<file path="src/rtl/button_event.sv">
`default_nettype none
// ============================================================================
// Module      : button_event
// Description : Classifies a debounced switch level into single-cycle press,
//               release, long-press and double-click pulses, plus a held
//               level and a toggle level that flips on each resolved single
//               click. All outputs are registered.
// Revision    : 1.0 - initial release
// ============================================================================
module button_event #(
    parameter int CLOCK_RATE_HZ       = 50_000_000,
    parameter int LONG_PRESS_CYCLES   = CLOCK_RATE_HZ,
    parameter int DOUBLE_CLICK_CYCLES = CLOCK_RATE_HZ / 4,
    parameter int CNT_W               = 26,
    parameter int ACTIVE_LOW          = 1
) (
    input  logic clk,
    input  logic rst_n,
    input  logic i_switch,
    output logic o_press,
    output logic o_release,
    output logic o_long,
    output logic o_double,
    output logic o_held,
    output logic o_toggle
);

    localparam logic [CNT_W-1:0] C_LONG_LAST = CNT_W'(LONG_PRESS_CYCLES - 1);
    localparam logic [CNT_W-1:0] C_DBL_LAST  = CNT_W'(DOUBLE_CLICK_CYCLES - 1);
    localparam logic [CNT_W-1:0] C_TMR_MAX   = {CNT_W{1'b1}};

    typedef enum logic [2:0] {
        S_IDLE      = 3'd0,
        S_PRESSED   = 3'd1,
        S_LONG_HELD = 3'd2,
        S_GAP       = 3'd3,
        S_SECOND    = 3'd4
    } state_t;

    state_t           r_state;
    state_t           w_state_nxt;
    logic [CNT_W-1:0] r_timer;
    logic [CNT_W-1:0] w_timer_nxt;
    logic [CNT_W-1:0] w_timer_inc;
    logic             r_prev;
    logic             r_press;
    logic             r_release;
    logic             r_long;
    logic             r_double;
    logic             r_held;
    logic             r_toggle;

    logic w_p;
    logic w_press_edge;
    logic w_release_edge;
    logic w_press;
    logic w_release;
    logic w_long;
    logic w_double;
    logic w_flip;
    logic w_held_nxt;

    // Normalise the switch polarity so that w_p is 1 while pressed.
    assign w_p            = (ACTIVE_LOW != 0) ? ~i_switch : i_switch;
    assign w_press_edge   = w_p & ~r_prev;
    assign w_release_edge = ~w_p & r_prev;
    // Timer saturates at all-ones instead of wrapping.
    assign w_timer_inc    = (r_timer == C_TMR_MAX) ? r_timer : r_timer + CNT_W'(1);

    // State register; reset abandons any event in flight.
    always_ff @(posedge clk or negedge rst_n) begin
        if (!rst_n) begin
            r_state <= S_IDLE;
        end else begin
            r_state <= w_state_nxt;
        end
    end

    // Next-state, timer and event decode.
    always_comb begin
        w_state_nxt = r_state;
        w_timer_nxt = r_timer;
        w_press     = 1'b0;
        w_release   = 1'b0;
        w_long      = 1'b0;
        w_double    = 1'b0;
        w_flip      = 1'b0;
        case (r_state)
            S_IDLE: begin
                if (w_press_edge) begin
                    w_press     = 1'b1;
                    w_timer_nxt = '0;
                    w_state_nxt = S_PRESSED;
                end
            end
            S_PRESSED: begin
                if (w_release_edge) begin
                    w_release   = 1'b1;
                    w_timer_nxt = '0;
                    w_state_nxt = S_GAP;
                end else if (r_timer == C_LONG_LAST) begin
                    w_long      = 1'b1;
                    w_state_nxt = S_LONG_HELD;
                end else begin
                    w_timer_nxt = w_timer_inc;
                end
            end
            S_LONG_HELD: begin
                if (w_release_edge) begin
                    w_release   = 1'b1;
                    w_state_nxt = S_IDLE;
                end
            end
            S_GAP: begin
                // A press in the timeout cycle still counts as a double click.
                if (w_press_edge) begin
                    w_press     = 1'b1;
                    w_double    = 1'b1;
                    w_state_nxt = S_SECOND;
                end else if (r_timer == C_DBL_LAST) begin
                    w_flip      = 1'b1;
                    w_state_nxt = S_IDLE;
                end else begin
                    w_timer_nxt = w_timer_inc;
                end
            end
            S_SECOND: begin
                if (w_release_edge) begin
                    w_release   = 1'b1;
                    w_state_nxt = S_IDLE;
                end
            end
            default: begin
                w_state_nxt = S_IDLE;
                w_timer_nxt = '0;
            end
        endcase
        w_held_nxt = (w_state_nxt == S_PRESSED) || (w_state_nxt == S_LONG_HELD) ||
                     (w_state_nxt == S_SECOND);
    end

    // Timer, previous level and registered outputs.
    always_ff @(posedge clk or negedge rst_n) begin
        if (!rst_n) begin
            r_timer   <= '0;
            r_prev    <= 1'b0;
            r_press   <= 1'b0;
            r_release <= 1'b0;
            r_long    <= 1'b0;
            r_double  <= 1'b0;
            r_held    <= 1'b0;
            r_toggle  <= 1'b0;
        end else begin
            r_timer   <= w_timer_nxt;
            r_prev    <= w_p;
            r_press   <= w_press;
            r_release <= w_release;
            r_long    <= w_long;
            r_double  <= w_double;
            r_held    <= w_held_nxt;
            r_toggle  <= r_toggle ^ w_flip;
        end
    end

    assign o_press   = r_press;
    assign o_release = r_release;
    assign o_long    = r_long;
    assign o_double  = r_double;
    assign o_held    = r_held;
    assign o_toggle  = r_toggle;

endmodule
`default_nettype wire

</file>
<file path="config.mk">
export PLATFORM = sky130hd
export DESIGN_NAME = button_event
export DESIGN_NICKNAME = d
export VERILOG_FILES = /design/src/rtl/button_event.sv
export SDC_FILE = /design/constraint.sdc
export NUM_CORES = 1
export LEC_CHECK = 0
export CORE_ASPECT_RATIO = 0.7
export CORE_MARGIN = 5
export CORE_UTILIZATION = 62
export DETAILED_ROUTE_END_ITERATION = 12
export DONT_BUFFER_PORTS = 1
export MAX_ROUTING_LAYER = met4
export PLACE_DENSITY = 0.82
export SLEW_MARGIN = 15
export SYNTH_ARGS = -nofsm -noshare
export SYNTH_HDL_FRONTEND = slang
export SYNTH_SLANG_ARGS = --single-unit
</file>
<file path="constraint.sdc">
create_clock -name clk -period 2.7 [get_ports clk]
set_clock_uncertainty 0.1 [all_clocks]
set_input_delay 0.54 -clock clk [delete_from_list [all_inputs] [get_ports clk]]
set_output_delay 0.54 -clock clk [all_outputs]
set_load 0.02 [all_outputs]
</file>
==> results of run 1 <==
per-layer routing:
layer,global-route usage,vias to the layer above
li1,-,869
met1,0.331,851
met2,0.316,79
met3,0.0699,12
met4,0.116,0
met5,-,-
cell families (layout without fill, tap and decap cells):
| kind of cell | count (synthesis) | after routing | synth area share |
|---|---|---|---|
| xor gates and xnor gates | 17 | 17 | 0.0700 |
| buffers and inverters | 14 | 18 | 0.0294 |
| adders and majority gates | 1 | 1 | 0.00588 |
| muxes | 2 | 2 | 0.00942 |
| and+or+nand+nor | 127 | 127 | 0.316 |
| AOI/OAI and AO/OA | 39 | 39 | 0.145 |
| DFF | 36 | 36 | 0.424 |
layout make-up:
class,count,area (sq um)
Clock inverter,1,5.00
Sequential cell,36,901
Fill cell,269,958
Clock buffer,6,72.6
Timing Repair Buffer,5,52.6
Tap cell,47,58.8
Multi-Input combinational cell,186,1160
Inverter,6,22.5
state kept, by name, indices dropped and copies added (netlist names):
signal	cells
r_timer	26
r_state	3
o_double	1
o_held	1
o_long	1
o_press	1
o_release	1
o_toggle	1
r_prev	1
critical path, cell delays in order (launching register included):
cell                       delay, ns
sky130_fd_sc_hd__dfrtp_1        0.40
sky130_fd_sc_hd__ha_1           0.26
sky130_fd_sc_hd__nand4_1        0.23
sky130_fd_sc_hd__or3_1          0.49
sky130_fd_sc_hd__o21a_4         0.31
sky130_fd_sc_hd__a21boi_4       0.20
sky130_fd_sc_hd__nand4_1        0.14
sky130_fd_sc_hd__mux2i_1        0.19
per-stage QoR:
stage | util | total power [W] | std cells | hold slack, ns | worst slack [ns]
6_report | 0.704 | 0.00160 | 287 | 0.201 | 0.301
5_1_grt | 0.704 | 0.00170 | 287 | 0.198 | 0.172
4_1_cts | 0.704 | 0.00160 | 287 | 0.198 | 0.332
3_5_place_dp | 0.670 | 0.00122 | 278 | 0.145 | 0.355
3_3_place_gp | 0.670 | 0.00120 | 278 | 0.145 | 0.413
2_1_floorplan | - | 0.00113 | 236 | 0.144 | 0.512
worst min-delay path by stage:
stage                        to  slack (ns)  cells past startpoint
finish                   r_prev        0.20                      1
CTS                      r_prev        0.20                      1
global placement    r_timer[12]        0.15                      0
detailed placement  r_timer[12]        0.15                      0
floorplan              o_double        0.14                      0
global route             r_prev        0.20                      1
power by group:
| group | internal [W] | total [W] | switching (W) |
|---|---|---|---|
| registers | 0.000602 | 0.000729 | 0.000127 |
| clock network | 0.000175 | 0.000359 | 0.000184 |
| logic | 0.000197 | 0.000513 | 0.000316 |
what timing repair did:
item / CTS / global route
endpoints found under the setup margin: 0 / 0
setup buffers: 0 / 0
endpoints found under the hold margin: 36 / 0
hold buffers: 2 / 0
placed cells by master, fill, tap and decap left out, types with 4 or more instances in the layout:
| cell | Yosys | routed |
|---|---|---|
| sky130_fd_sc_hd__a21oi_1 | 7 | 7 |
| sky130_fd_sc_hd__a31oi_1 | 5 | 5 |
| sky130_fd_sc_hd__and2_1 | 7 | 7 |
| sky130_fd_sc_hd__and3_1 | 7 | 7 |
| sky130_fd_sc_hd__clkbuf_8 | 0 | 5 |
| sky130_fd_sc_hd__dfrtp_1 | 36 | 36 |
| sky130_fd_sc_hd__inv_1 | 6 | 6 |
| sky130_fd_sc_hd__nand2_1 | 23 | 23 |
| sky130_fd_sc_hd__nand3_1 | 14 | 14 |
| sky130_fd_sc_hd__nand4_1 | 14 | 14 |
| sky130_fd_sc_hd__nor2_1 | 34 | 34 |
| sky130_fd_sc_hd__o21ai_0 | 4 | 4 |
| sky130_fd_sc_hd__or4_1 | 5 | 5 |
| sky130_fd_sc_hd__xnor2_1 | 5 | 5 |
| sky130_fd_sc_hd__xor2_1 | 12 | 12 |
==> reports/qor.log, run 1 <==
qor: yosys.synthDistinctLibCells 51
qor: layout.proportion_of_layout_cells_with_a_drive_suffix_above_1 0.0833
qor: yosys.synth.ff_latch_count 36
qor: yosys.ys.flop_type sky130_fd_sc_hd__dfrtp_1
qor: floorplanning.placeableCoreArea 3230 sq um
qor: yosys.post_synth_most_frequent_cells sky130_fd_sc_hd__dfrtp_1 (36), sky130_fd_sc_hd__nor2_1 (34), sky130_fd_sc_hd__nand2_1 (23)
qor: placement.port-buffer-count 0
qor: clock_network.post_cts_resized 0
qor: floorplanning.floorplan.die_area 4720 sq um
qor: worst_setup_path.timing.critical_path.to_type register
qor: min_path.hold_class input pin to register
qor: worst_setup_path.cp.arrival 2.52 ns
qor: routing.route.detailed.vias_per_inst 6.31
qor: worst_setup_path.crit_path_start_kind register
qor: timing.minimum_clock_period_after_layout 2.40 ns
qor: timing.min_period_over_period 0.889
qor: routing.dr_wl_met3 415 um
qor: worst_setup_path.critPathMaxFanout 17
qor: timing.tns 0 ns
qor: yosys.yosysTopAreaCellShare 0.424
qor: yosys.synth.top_cells.by_area sky130_fd_sc_hd__dfrtp_1 (42%), sky130_fd_sc_hd__nor2_1 (6.0%), sky130_fd_sc_hd__xor2_1 (4.9%)
qor: timing.slew_headroom 0.539
qor: global_route.grt-ovfl-total 0
qor: routing.drt-met1-wl 2.28 mm
qor: global_route.grt_pass1_wl 8.25 mm
qor: global_route.via_count_of_the_first_global_routing_pass 1692
qor: yosys.post_synth_instance_area 2130 sq um
qor: worst_setup_path.setup.reg_to_reg.worst_slack 0.30 ns
qor: worst_setup_path.worstRegToRegCells 7
qor: min_path.timing.hold.worst.start i_switch
qor: run_status.status complete, no violations
qor: worst_setup_path.critPathKind register to register
qor: worst_setup_path.crit_required 2.82 ns
qor: routing.route.final.wire_length 4.86 mm
qor: yosys.yosys_warnings 0
qor: worst_setup_path.critical_path.reg2reg.startpoint r_timer[1]
qor: yosys.most_numerous_cell_in_the_yosys_netlist sky130_fd_sc_hd__dfrtp_1
qor: floorplanning.die-width 80.0 um
qor: routing.route.vias.total 1811
qor: clock_network.insertion_delay 0.29 ns
qor: routing.wl_per_cell 16.9 um
qor: flow_run.cap_viol_max_count 0
qor: floorplanning.chipHeight 59.0 um
qor: clock_network.clock_tree.htree_level_count 2
qor: layout.fin_area 2270 sq um
qor: clock_network.clockRootBuffer sky130_fd_sc_hd__clkbuf_8
qor: floorplanning.ios 9
qor: yosys.postSynthNetCount 240
qor: routing.drc_errors 0
qor: timing.timing_worst_slew_pin_value 0.686 ns
qor: layout.area.growth.synth_to_final 7.00%
qor: global_route.grt_util_all_layers 0.238
qor: floorplanning.initial_cell_density_of_the_core 0.658
qor: routing.firstDrtPassIters 5
qor: timing.grt_setup_unrepaired false
qor: worst_setup_path.crit_start r_timer[1]
qor: floorplanning.placementRows 17
qor: clock_network.clk_path_buf_depth 2
qor: yosys.synth_top_area_cell sky130_fd_sc_hd__dfrtp_1
qor: clock_network.cts_inserted_buffers 5
qor: routing.drc_violation_total_after_the_first_tritonroute_iteration 149
qor: clock_network.cts_tree done
qor: routing.met2_wirelength 2.05 mm
qor: timing.clock.fmax 417 MHz
qor: yosys.synth-edff-count 0
qor: timing.setup_viol_count_final 0
qor: timing.drv_slew 0
qor: clock_network.clock_pin_slew_of_the_registers_on_the_worst_case_setup_and_hold_paths 0.07 ns
qor: yosys.ys_async_sr_fraction 1.00
qor: yosys.postSynthCellCount 236
qor: yosys.postSynthAreaPerCell 9.01 sq um
qor: global_route.grt_max_degree 37
qor: worst_setup_path.timing.rr.end r_timer[4]
qor: pwr.vdd.ir_drop.worst 0.000454 V
qor: routing.ant_nets 0
qor: global_route.grt_antenna_before_repair 0
qor: pwr.power.density_cell_area 704 nW/um^2
qor: placement.detailed_place_hpwl 3.46 mm
qor: placement.routability_congestion 0.987
qor: clock_network.cts_num_sinks 36
qor: yosys.synth_seq_area_share 0.424
qor: placement.placed_area 2170 sq um
qor: layout.final_net_count 244
qor: worst_setup_path.timing.critical_path.to r_timer[4]
qor: layout.antenna-diode-count 0
qor: pwr.power_leakage 0.988 nW
qor: timing.finalHoldViolations 0
qor: routing.top_layer_used met4
(Power assumes the default switching activity.)
==> run 2, diff against run 1 <==
CORE_UTILIZATION = 28   (was 62)
PLACE_DENSITY = 0.47   (was 0.82)
clock period = 2.2 ns   (was 2.7 ns; I/O delays follow)
==> run 2 against run 1 <==
  * Wire length up 20%
  * Combinational power up 67%
  * Critical path depth down 1
  * Core utilization down 33 points
  * Cell count up 31%
  * Largest power group is now combinational logic
  * Largest cell class unchanged
  * Setup slack worse by 0.21 ns
  * Worst hold slack worse by 0.11 ns
==> reports/qor.log, run 2 (synthesis results as in run 1) <==
qor: run_status.status complete, no violations
qor: floorplanning.placeableCoreArea 7350 sq um
qor: placement.port-buffer-count 0
qor: placement.detailedPlace.worstSlack 0.0406 ns
qor: layout.fin_cells 377
qor: layout.final_net_count 282
qor: timing.clock.fmax 475 MHz
qor: timing.minimum_clock_period_after_layout 2.11 ns
qor: global_route.grt_antenna_before_repair 0
qor: routing.wl_per_cell 15.5 um
qor: flow_run.cap_viol_max_count 0
qor: worst_setup_path.critPathKind register to register
qor: global_route.via_count_of_the_first_global_routing_pass 1888
qor: pwr.vdd.ir_drop.worst 0.000357 V
qor: layout.largest_register_ffs 26
qor: placement.placed_area 2490 sq um
qor: clock_network.cts_num_sinks 36
qor: timing.grt_setup_unrepaired true
qor: routing.drc_violation_total_after_the_first_tritonroute_iteration 160
qor: global_route.grt_max_degree 37
qor: timing.hold-worst-slack 0.0908 ns
qor: routing.route.vias.total 1888
qor: layout.area.growth.synth_to_final 28.3%
qor: routing.route.final.wire_length 5.85 mm
qor: routing.drt-met1-wl 3.31 mm
qor: routing.dr_wl_met3 260 um
qor: layout.largest_register r_timer
qor: global_route.grt_pass1_wl 9.74 mm
qor: min_path.hold_class input pin to register
qor: timing.finalHoldViolations 0
qor: worst_setup_path.timing.critical_path.to_type register
qor: placement.dpl.cell_count 364
qor: routing.firstDrtPassIters 4
qor: worst_setup_path.crit_path_start_kind register
qor: global_route.grt-ovfl-total 0
qor: worst_setup_path.crit_required 2.32 ns
qor: pwr.power_leakage 1.22 nW
qor: layout.most_frequent_standard_cell_in_the_layout_excluding_fill_and_tap_cells sky130_fd_sc_hd__buf_4
qor: clock_network.cts_inserted_buffers 5
qor: pwr.design_power_total 0.00227 W
qor: pwr.power.density_cell_area 833 nW/um^2
qor: timing.min_period_over_period 0.958
qor: timing.smallest_setup_slack_after_layout 0.0934 ns
qor: floorplanning.initial_cell_density_of_the_core 0.289
qor: clock_network.insertion_delay 0.29 ns
qor: worst_setup_path.worstRegToRegCells 6
qor: placement.detailed_place_hpwl 4.23 mm
qor: routing.met2_wirelength 2.27 mm
qor: layout.largest_registers r_timer (26), r_state (3)
qor: layout.antenna-diode-count 0
qor: routing.ant_nets 0
qor: clock_network.clockRootBuffer sky130_fd_sc_hd__clkbuf_8
qor: layout.fin_area 2730 sq um
qor: routing.top_layer_used met4
qor: floorplanning.die-width 114 um
qor: floorplanning.placementRows 26
qor: clock_network.clock_pin_slew_of_the_registers_on_the_worst_case_setup_and_hold_paths 0.08 ns
qor: worst_setup_path.setup.reg_to_reg.worst_slack 0.09 ns
qor: worst_setup_path.critical_path.reg2reg.startpoint r_timer[14]
qor: timing.setup_viol_count_final 0
qor: min_path.min_path_cells 1
qor: timing.timing_worst_slew_pin_value 0.412 ns
qor: routing.route.detailed.vias_per_inst 5.01
qor: worst_setup_path.cp.arrival 2.23 ns
qor: clock_network.clk_path_buf_depth 2
qor: floorplanning.ios 9
qor: timing.slew_headroom 0.726
qor: placement.routability_congestion 0.845
qor: clock_network.clock_tree.htree_level_count 2
qor: timing.drv_slew 0
qor: clock_network.cts_tree done
qor: routing.drc_errors 0
qor: worst_setup_path.timing.rr.end r_timer[3]
qor: layout.mostFrequentLayoutCells sky130_fd_sc_hd__buf_4 (40), sky130_fd_sc_hd__dfrtp_1 (35), sky130_fd_sc_hd__nor2_1 (34), sky130_fd_sc_hd__nand2_1 (23)
qor: worst_setup_path.crit_start r_timer[14]
qor: worst_setup_path.critPathMaxFanout 17
qor: worst_setup_path.timing.critical_path.to r_timer[3]
qor: global_route.grt_util_all_layers 0.130
qor: floorplanning.chipHeight 82.9 um
qor: layout.proportion_of_layout_cells_with_a_drive_suffix_above_1 0.251
qor: floorplanning.floorplan.die_area 9460 sq um
-- run 2: cell count changes in the layout (fill, tap and decap cells not counted), sizes merged --
| cell | change |
|---|---|
| buf | +37 |
| a21boi | +1 |
| bufinv | +1 |
-- run 2: timing repair --
action                                  4_1_cts  5_1_grt
buffers inserted                              0        2
endpoints found under the hold margin        36        0
hold buffers                                  2        0
endpoints found under the setup margin        0        8
gates resized for setup                       0       14
-- run 2: final cells by class --
cell class	instances	area, sq um
clock inverters	2	35.0
fillers	774	4630
repair buffers	42	330
inverters	6	22.5
flip-flops and latches	36	902
multi-input cells	187	1240
well taps	98	123
clock buffers	6	72.6
-- run 2: through the flow --
| stage | setup TNS (ns) | util |
|---|---|---|
| after floorplan | 0 | - |
| after global placement | 0 | 0.339 |
| after detailed placement | 0 | 0.339 |
| after CTS | 0 | 0.358 |
| after global routing | -0.0874 | 0.371 |
| final | 0 | 0.371 |
-- run 2: report_power, final --
| group | total, W | switching, W | internal [W] |
|---|---|---|---|
| Sequential | 0.000833 | 0.0000933 | 0.000740 |
| Combinational | 0.000856 | 0.000486 | 0.000370 |
| Clock | 0.000583 | 0.000246 | 0.000337 |
| Total | 0.00227 | 0.000826 | 0.00145 |
-- run 2: worst min-delay path by stage --
stage / startpoint / endpoint
floorplan: rst_n / o_double
global placement: rst_n / r_timer[2]
finish: i_switch / r_prev
global route: i_switch / r_prev
CTS: i_switch / r_prev
detailed placement: rst_n / r_timer[2]
-- run 2: per-layer routing --
metal | vias to the layer above | GRT usage
li1 | 944 | -
met1 | 906 | 0.203
met2 | 36 | 0.162
met3 | 2 | 0.0334
met4 | 0 | 0.0324
met5 | - | -
-- run 2: worst max-delay path, cell delays in order, from the launching register on --
cell and delay [ns]:
sky130_fd_sc_hd__dfrtp_1 0.39, sky130_fd_sc_hd__nand4_2 0.18, sky130_fd_sc_hd__or4_4 0.57, sky130_fd_sc_hd__o21a_4 0.30
sky130_fd_sc_hd__a21boi_4 0.19, sky130_fd_sc_hd__nand4_1 0.14, sky130_fd_sc_hd__mux2i_1 0.18
==> run 3, diff against run 2 <==
ABC_AREA = 0   (was unset)
==> results of run 3 <==
Same layout as run 2: the final DEF is identical, and so are final timing and power.
